<file path="src/rtl/input_cond_pkg.sv">
// Shared types and timing defaults for the push-button move conditioner.
// Direction codes double as bit positions in the 4-bit direction vectors
// (bit 0 = up ... bit 3 = right), so the enum order is also the arbitration order.
package input_cond_pkg;

  typedef enum logic [1:0] {
    DIR_UP    = 2'd0,
    DIR_DOWN  = 2'd1,
    DIR_LEFT  = 2'd2,
    DIR_RIGHT = 2'd3
  } dir_e;

  // Last direction that produced a move; valid drops once that button is released.
  typedef struct packed {
    logic valid;
    dir_e dir;
  } last_dir_t;

  // Defaults for a 25 MHz clock.
  localparam int DEF_DEBOUNCE_LIMIT = 250000;
  localparam int DEF_MOVE_COOLDOWN  = 2500000;
  localparam int DEF_REPEAT_CYCLES  = 7500000;

  // Highest-priority direction among simultaneous press events (up wins, right loses).
  function automatic dir_e pick_dir(input logic [3:0] events);
    dir_e winner;
    if (events[0])      winner = DIR_UP;
    else if (events[1]) winner = DIR_DOWN;
    else if (events[2]) winner = DIR_LEFT;
    else                winner = DIR_RIGHT;
    return winner;
  endfunction

  // One-hot move vector for a direction, in the same bit order as the enum.
  function automatic logic [3:0] dir_onehot(input dir_e d);
    return 4'b0001 << d;
  endfunction

endpackage

</file>
<file path="src/rtl/button_debounce.sv">
// One push-button channel: 2-FF synchroniser, counting debouncer and a
// registered one-cycle pulse on each debounced press (0 -> 1).
module button_debounce
  import input_cond_pkg::*;
#(
  parameter int DEBOUNCE_LIMIT = DEF_DEBOUNCE_LIMIT
) (
  input  logic i_Clk,
  input  logic i_Rst_L,
  input  logic i_Switch,
  output logic o_State,
  output logic o_Press
);

  localparam int CNT_W = (DEBOUNCE_LIMIT > 1) ? $clog2(DEBOUNCE_LIMIT) : 1;
  localparam logic [CNT_W-1:0] CNT_MAX = CNT_W'(DEBOUNCE_LIMIT - 1);

  logic             sync1_q, sync1_d;
  logic             sync2_q, sync2_d;
  logic             state_q, state_d;
  logic             prev_q,  prev_d;
  logic             press_q, press_d;
  logic [CNT_W-1:0] cnt_q,   cnt_d;

  // Count cycles the synced input disagrees with the debounced state; flip only after a full run.
  always_comb begin
    sync1_d = i_Switch;
    sync2_d = sync1_q;
    state_d = state_q;
    cnt_d   = '0;
    if (sync2_q != state_q) begin
      if (cnt_q == CNT_MAX) begin
        state_d = sync2_q;
        cnt_d   = '0;
      end else begin
        cnt_d = cnt_q + CNT_W'(1);
      end
    end
    prev_d  = state_q;
    press_d = state_q & ~prev_q;
  end

  // All channel state clears on reset, so a button held through reset re-debounces as a new press.
  always_ff @(posedge i_Clk) begin
    if (!i_Rst_L) begin
      sync1_q <= 1'b0;
      sync2_q <= 1'b0;
      state_q <= 1'b0;
      prev_q  <= 1'b0;
      press_q <= 1'b0;
      cnt_q   <= '0;
    end else begin
      sync1_q <= sync1_d;
      sync2_q <= sync2_d;
      state_q <= state_d;
      prev_q  <= prev_d;
      press_q <= press_d;
      cnt_q   <= cnt_d;
    end
  end

  assign o_State = state_q;
  assign o_Press = press_q;

endmodule

</file>
<file path="src/rtl/move_input_conditioner.sv">
// Turns raw push buttons into clean single-cycle move and start commands for
// frogger_game: debounced press events are arbitrated (up > down > left > right),
// followed by a cooldown, and the last direction auto-repeats while held.
module move_input_conditioner
  import input_cond_pkg::*;
#(
  parameter int DEBOUNCE_LIMIT = DEF_DEBOUNCE_LIMIT,
  parameter int MOVE_COOLDOWN  = DEF_MOVE_COOLDOWN,
  parameter int REPEAT_CYCLES  = DEF_REPEAT_CYCLES
) (
  input  logic i_Clk,
  input  logic i_Rst_L,
  input  logic i_Switch_Up,
  input  logic i_Switch_Down,
  input  logic i_Switch_Left,
  input  logic i_Switch_Right,
  input  logic i_Switch_Start,
  output logic o_Up_Mvt,
  output logic o_Down_Mvt,
  output logic o_Left_Mvt,
  output logic o_Right_Mvt,
  output logic o_Game_Start,
  output logic o_Any_Held
);

  localparam int CD_W = (MOVE_COOLDOWN > 1) ? $clog2(MOVE_COOLDOWN) : 1;
  localparam int RP_W = (REPEAT_CYCLES > 1) ? $clog2(REPEAT_CYCLES) : 1;
  localparam logic [CD_W-1:0] CD_LOAD = CD_W'(MOVE_COOLDOWN - 1);
  localparam logic [RP_W-1:0] RP_MAX  = RP_W'(REPEAT_CYCLES - 1);

  logic [3:0] raw_dir;
  logic [3:0] dir_state;
  logic [3:0] dir_press;
  logic       start_press;
  logic       start_state_unused;

  logic [3:0]      move_q,     move_d;
  logic            start_q,    start_d;
  logic            held_q,     held_d;
  logic [CD_W-1:0] cooldown_q, cooldown_d;
  logic [RP_W-1:0] repeat_q,   repeat_d;
  last_dir_t       last_q,     last_d;
  dir_e            winner;

  assign raw_dir = {i_Switch_Right, i_Switch_Left, i_Switch_Down, i_Switch_Up};

  for (genvar g = 0; g < 4; g++) begin : g_dir
    button_debounce #(
      .DEBOUNCE_LIMIT(DEBOUNCE_LIMIT)
    ) u_dir_btn (
      .i_Clk   (i_Clk),
      .i_Rst_L (i_Rst_L),
      .i_Switch(raw_dir[g]),
      .o_State (dir_state[g]),
      .o_Press (dir_press[g])
    );
  end

  button_debounce #(
    .DEBOUNCE_LIMIT(DEBOUNCE_LIMIT)
  ) u_start_btn (
    .i_Clk   (i_Clk),
    .i_Rst_L (i_Rst_L),
    .i_Switch(i_Switch_Start),
    .o_State (start_state_unused),
    .o_Press (start_press)
  );

  // Arbitrate fresh presses, run the cooldown, and auto-repeat the held last direction.
  always_comb begin
    move_d     = '0;
    cooldown_d = cooldown_q;
    repeat_d   = repeat_q;
    last_d     = last_q;
    winner     = pick_dir(dir_press);
    start_d    = start_press;
    held_d     = |dir_state;

    if (cooldown_q != '0) begin
      cooldown_d = cooldown_q - CD_W'(1);
    end

    if (last_q.valid && !dir_state[last_q.dir]) begin
      last_d.valid = 1'b0;
      repeat_d     = '0;
    end else if (last_q.valid && repeat_q != RP_MAX) begin
      repeat_d = repeat_q + RP_W'(1);
    end

    if (cooldown_q == '0 && |dir_press) begin
      move_d     = dir_onehot(winner);
      cooldown_d = CD_LOAD;
      repeat_d   = '0;
      last_d     = '{valid: 1'b1, dir: winner};
    end else if (last_q.valid && dir_state[last_q.dir] && repeat_q == RP_MAX) begin
      move_d     = dir_onehot(last_q.dir);
      cooldown_d = CD_LOAD;
      repeat_d   = '0;
    end
  end

  // Register every output and discard any in-flight cooldown or repeat on reset.
  always_ff @(posedge i_Clk) begin
    if (!i_Rst_L) begin
      move_q     <= '0;
      start_q    <= 1'b0;
      held_q     <= 1'b0;
      cooldown_q <= '0;
      repeat_q   <= '0;
      last_q     <= '{valid: 1'b0, dir: DIR_UP};
    end else begin
      move_q     <= move_d;
      start_q    <= start_d;
      held_q     <= held_d;
      cooldown_q <= cooldown_d;
      repeat_q   <= repeat_d;
      last_q     <= last_d;
    end
  end

  assign o_Up_Mvt     = move_q[DIR_UP];
  assign o_Down_Mvt   = move_q[DIR_DOWN];
  assign o_Left_Mvt   = move_q[DIR_LEFT];
  assign o_Right_Mvt  = move_q[DIR_RIGHT];
  assign o_Game_Start = start_q;
  assign o_Any_Held   = held_q;

endmodule
</file>
<file path="config.mk">
export PLATFORM = sky130hd
export DESIGN_NAME = move_input_conditioner
export DESIGN_NICKNAME = d
export VERILOG_FILES = /design/src/rtl/input_cond_pkg.sv /design/src/rtl/button_debounce.sv /design/src/rtl/move_input_conditioner.sv
export SDC_FILE = /design/constraint.sdc
export NUM_CORES = 1
export LEC_CHECK = 0
export ABC_AREA = 1
export CORE_MARGIN = 3
export CORE_UTILIZATION = 39
export CTS_CLUSTER_DIAMETER = 120
export DETAILED_ROUTE_END_ITERATION = 8
export DONT_BUFFER_PORTS = 1
export PLACE_DENSITY = 0.65
export SYNTH_ARGS = -nofsm -noshare
export SYNTH_HDL_FRONTEND = slang
export SYNTH_SLANG_ARGS = --single-unit
export TNS_END_PERCENT = 10
</file>
<file path="constraint.sdc">
create_clock -name i_Clk -period 1.7 [get_ports i_Clk]
set_input_delay 0.34 -clock i_Clk [delete_from_list [all_inputs] [get_ports i_Clk]]
set_output_delay 0.34 -clock i_Clk [all_outputs]
set_load 0.02 [all_outputs]
</file>
# Yosys cells after proc, flatten, opt, wreduce, memory -nomap -nowiden
# Cells that the tools add are included.
[classes] shift=2 reduce_logical=24 n_eq_ne=12 addsub=7 muxes=12 magnitude_cmp=1 bitwise=16
[ops] operator="adder 18 x 1 -> 18 bit, second input constant" n=5
[ops] operator="equality test 18 bit, second input constant" n=5
[ops] operator="2-to-1 mux 22 bit" n=3
[ops] operator="adder 23 x 1 -> 23 bit, second input constant" n=1
[ops] operator="equality test 23 bit, second input constant" n=1
[ops] operator="inequality test 23 bit, second input constant" n=1
[ops] operator="logical NOT 22 bit" n=1
[ops] operator="nonzero test 22 bit" n=1
[ops] operator="subtractor 22 x 1 -> 22 bit, second input constant" n=1
[ops] operator="OR reduction 3 bit" n=6
[ops] operator="OR reduction 4 bit" n=3
[ops] operator="inverter 1 bit" n=11
[ops] operator="AND reduction 2 bit" n=5
[ops] operator="2-to-1 mux 4 bit" n=2
[ops] operator="left shift 1 x 2 -> 4 bit, first input constant" n=2
[ops] operator="AND 1 bit" n=5
[ops] operator="logical AND 1 bit" n=5
[ops] operator="inequality test 1 bit" n=5
[ops] operator="2-to-1 mux 2 bit" n=2
[ops] operator="less-than comparator 2 x 3 -> 1 bit, second input constant" n=1
[ops] operator="2-to-1 mux 1 bit" n=3
[ops] operator="2-to-1 mux 3 bit" n=1
[ops] operator="nonzero test 3 bit" n=1
[ops] operator="binary-select mux 1 bit (select 2 bit)" n=1
[ops] operator="other kinds (2)" n=2
[totals] regBits=169 input_bits=7 output_inout_bits=6 elab_cells=112

# Logic depth before layout (Yosys ltp)
[depth] word_depth=6 depth_mapped=11 depth_no_buf=11

# By module
# From an unflattened synthesis, not the netlist that was laid out.
[hier_totals] hier_cells=1289 area_unflattened_um2=8896.0
[modules_own_cells] module="button_debounce" area_each_um2=1124.8 cells_per_inst=151 n_inst=5 seq_area_each_um2=460.4
[modules_own_cells] module="move_input_conditioner" area_each_um2=3271.9 cells_per_inst=534 n_inst=1 seq_area_each_um2=1081.0

# Worst setup path after synthesis
# Ideal clock, no wire load.
[synth_path] kind="register to register" from="register repeat_q[0]" to="register repeat_q[19]" t_arrival_ps=1523 n_path_buf=1 period_less_slack_ps=1639 slack_ps=61 setup_ps=116 stages_incl_launch_ff=10 required_ps=1584 cell_sequence="dfxtp_1 -> ha_1 -> nand3_2 -> nor2_1 -> nand3_2 -> nand2_2 -> inv_2 -> buf_2 -> nand2_1 -> a21oi_1"
[synth_via] elab_chain_len=3 elab_cells_between_ends=6 classes_between="add/sub: 1; eq/ne: 2; reduce/logical: 3"
[synth_lines] item="from (decl)" line_no="move_input_conditioner.sv:41" text="logic [RP_W-1:0] repeat_q, repeat_d;"
[synth_lines] item="from (signal assigned)" line_no="move_input_conditioner.sv:116" text="repeat_q <= repeat_d;"
[synth_lines] item="branches (longest 3 deep; another with adder 23 x 1 -> 23 bit)"
# Several ways; the timed one is not identified.
# A chain may end at the register's enable or synchronous reset.

# Worst setup path after layout
[layout_path] from="register u_start_btn.cnt_q[1]" to="register u_start_btn.state_q (netlist: u_start_btn.o_State)"
[layout_via] elab_chain_len=2
[layout_lines] item="from (decl)" line_no="button_debounce.sv:23" text="logic [CNT_W-1:0] cnt_q, cnt_d;"
[layout_lines] item="from (signal assigned)" line_no="button_debounce.sv:58" text="cnt_q <= cnt_d;"
[layout_lines] item="equality test 18 bit" line_no="button_debounce.sv:32" text="if (cnt_q == CNT_MAX) begin"
[layout_lines] item="AND reduction 2 bit (no line)"
[layout_lines] item="to (signal assigned)" line_no="button_debounce.sv:55" text="state_q <= state_d;"
[layout_lines] item="to (decl)" line_no="button_debounce.sv:20" text="logic state_q, state_d;"
# Every way passes these cells.

==> flow_metrics.py <==
metrics = {
    "place": {
        "placed_cell_area_um2": 8960,
        "gp_congestion": 0.913,
        "dpl_worst_slack_ns": 0.0313,
        "dp_hpwl_mm": 12.8,
        "port_buffers": 0,
        "dpl.cell_count": 1493,
    },
    "yosys": {
        "synth_top_cells_by_count": "291 x nand2_1, 184 x nor2_1, 169 x dfxtp_1, 132 x inv_1, 89 x a21oi_1",
        "ys_ff_latch": 169,
        "async_flop_share_pct": 0,
        "synthTopCellsByArea": "dfxtp_1 40%, nand2_1 13%, nor2_1 8.2%",
        "synth_area_um2": 8380,
        "yosysTopAreaCell": "dfxtp_1",
        "ys_types": 40,
        "ys_warn_count": 0,
        "syn_inst": 1196,
        "avgSynthCellArea_um2": 7.01,
        "synth_top_area_share_pct": 40.4,
        "synth-edff-count": 0,
        "yosysSeqAreaShare_pct": 40.4,
        "synth_nets": 1211,
        "post-synth-top-count-cell": "nand2_1",
        "synth_ff_type": "dfxtp_1",
    },
    "grt": {
        "grt_pass1_wl_mm": 31.3,
        "grt_max_degree": 35,
        "grt_usage_pct": 15.7,
        "grt_overflow": 0,
        "grt_pass1_vias": 7049,
        "antenna_found_initial": 0,
    },
    "cells_and_area": {
        "layout.cells.non_filler": 1539,
        "layout-drive-gt1-share_pct": 13.1,
        "n_fill_cell": 2134,
        "nNetsFinal": 1266,
        "antenna_cells": 0,
        "area_growth_pct": 18.0,
        "fin_area_um2": 9890,
    },
    "worst_setup_path": {
        "cp-start-kind": "flop",
        "worstPathCellList": "ha_4, nand2_4, nor2_2, inv_2, or2_4, nor3_4, nand2_4, o21ai_0, nor2_1",
        "timing.rr.start": "u_start_btn.cnt_q[1]",
        "rr_endpoint": "u_start_btn.o_State",
        "path_depth": 9,
        "regToRegSetupSlack_ns": 0.04,
        "cpPeakStageDelay_ns": 0.36,
        "critPathTopFamily": "simple AND/OR/NAND/NOR gates",
        "slowest_stage": "dfxtp_2",
        "crit_arrival_ns": 1.98,
        "critPathLaunch": "u_start_btn.cnt_q[1]",
        "crit_path_frequent_cell": "nand2_4",
        "reg2reg_depth": 9,
        "critPathMaxFanout": 4,
        "critical_path_required_ns": 2.02,
        "endpoint_kind": "flop",
        "crit_type": "reg -> reg",
        "path_buf_inv": 1,
        "cp-endpoint": "u_start_btn.o_State",
    },
    "sta": {
        "setup_viol": 0,
        "fin_skew_ns": 0.00812,
        "max_slew_margin_pct": 52.9,
        "max_freq_mhz": 603,
        "min_period_over_period_pct": 97.6,
        "rsz0062_at_grt": "yes",
        "finalWorstSetupSlack_ns": 0.0411,
        "tightest_slew_ns": 0.700,
        "hold_viol_final": 0,
        "min_period_ns": 1.66,
        "slew_violations": 0,
    },
    "pwr": {
        "total_power_uw": 11900,
        "powerDensity_nw_per_um2": 1200,
        "peakVddDrop_mv": 0.624,
        "leakage_uw": 0.00368,
    },
    "die": {
        "dieWidth_um": 153,
        "num_rows": 53,
        "initial_core_util_pct": 39.7,
        "coreArea_um2": 21100,
        "ios": 13,
        "die_h_um": 153,
        "die-area_um2": 23300,
    },
    "clock_tree": {
        "cts_sinks": 169,
        "clock_latency_ns": 0.43,
        "clk_pin_slew_ns": 0.07,
        "htreeDepth": 4,
        "cts_tree": "yes",
        "clk_path_buf_depth": 2,
        "cts_root_buf": "clkbuf_16",
        "cts_made_buffers": 17,
    },
    "route": {
        "wirelength_mm": 18.1,
        "wl_per_cell_um": 11.8,
        "first_iter_violations": 411,
        "first_pass_iters": 5,
        "route.detailed.drc": 0,
        "vias_per_cell": 4.88,
        "ant_nets": 0,
        "vias": 7513,
    },
    "min_path": {
        "holdCritStartpoint": "i_Rst_L",
        "hold_class": "in -> reg",
    },
    "status": {
        "run_status": "completed",
    },
    "flow_run": {
        "drv_cap": 0,
    },
}
==> cells by family (layout without fill, tap and decap cells) <==
family,count (synthesis),count (layout),share of synthesized area (%)
compound gates,119,119,7.27
flops,169,169,40.4
simple gates,699,701,38.6
buf+inv,153,219,7.58
xor+xnor,48,48,5.02
fa+ha+maj,8,8,1.19
==> layout make-up <==
| class | count | area [µm²] | share of cell area (%) |
|---|---|---|---|
| Clock inverter | 15 | 269 | 2.72 |
| Multi-Input combinational cell | 876 | 4490 | 45.4 |
| Clock buffer | 17 | 425 | 4.30 |
| Timing Repair Buffer | 51 | 464 | 4.69 |
| Inverter | 136 | 510 | 5.16 |
| Tap cell | 275 | 344 | 3.48 |
| Sequential cell | 169 | 3390 | 34.3 |
==> worst min path at each step <==
stage,end,slack (ns),cells after the start
detailed placement,g_dir[1].u_dir_btn.o_Press,0.38,1
floorplan,u_start_btn.o_Press,0.37,1
global placement,g_dir[3].u_dir_btn.o_Press,0.37,1
global route,cooldown_q[7],0.01,2
finish,cooldown_q[3],0.03,2
CTS,u_start_btn.sync2_q,0.0004,2
==> timing repair <==
item,in CTS,in global routing
resized for setup,0,39
endpoints found under the hold margin,5,0
hold buffers,6,0
buffers inserted,0,6
setup endpoints to repair,0,120
==> flip-flops by register name, indices dropped and copies added, names as in the netlist, 3 cells and up <==
register                 cells
move_q                       4
repeat_q                    23
g_dir.u_dir_btn.sync2_q      4
u_start_btn.cnt_q           18
cooldown_q                  22
last_q                       3
g_dir.u_dir_btn.o_State      4
g_dir.u_dir_btn.o_Press      4
g_dir.u_dir_btn.cnt_q       72
g_dir.u_dir_btn.sync1_q      4
g_dir.u_dir_btn.prev_q       4
==> power by group <==
group          internal [µW]  switching, µW
clock network           2910           1630
logic                   1080           1850
registers               4200            215
total                   8190           3700
==> layer usage <==
metal | part of all wire, % | track usage, % | vias up
met5 | 0 | 0 | -
met4 | 1.3 | 5.13 | 0
met3 | 3.6 | 3.44 | 28
met2 | 46 | 25.3 | 112
met1 | 49 | 20.9 | 3408
li1 | - | - | 3965
==> stage by stage <==
stage / utilization (%) / setup TNS [ns] / hold WS, ns
2_1_floorplan: - / 0 / 0.368
3_3_place_gp: 42.5 / 0 / 0.371
3_5_place_dp: 42.5 / 0 / 0.376
4_1_cts: 46.0 / 0 / 0.000408
5_1_grt: 46.9 / -0.887 / 0.0110
6_report: 46.9 / 0 / 0.0342
==> placed cells by master (no fill, tap or decap), types with 7 or more instances in the layout <==
cell       instances
bufinv_16          7
nand3_2            9
nand3b_1          14
nor2_2            11
nand3_1           62
dfxtp_1          163
nor3_1            40
nor4_1             7
or2_2             19
buf_4             39
a21oi_1           89
clkbuf_16         17
nand4_1           37
inv_1            131
xnor2_1           13
nand2_2            7
nand2_1          287
o21ai_0           21
nor2_1           176
xor2_1            35
No activity file was read; power rests on OpenSTA's default activity.
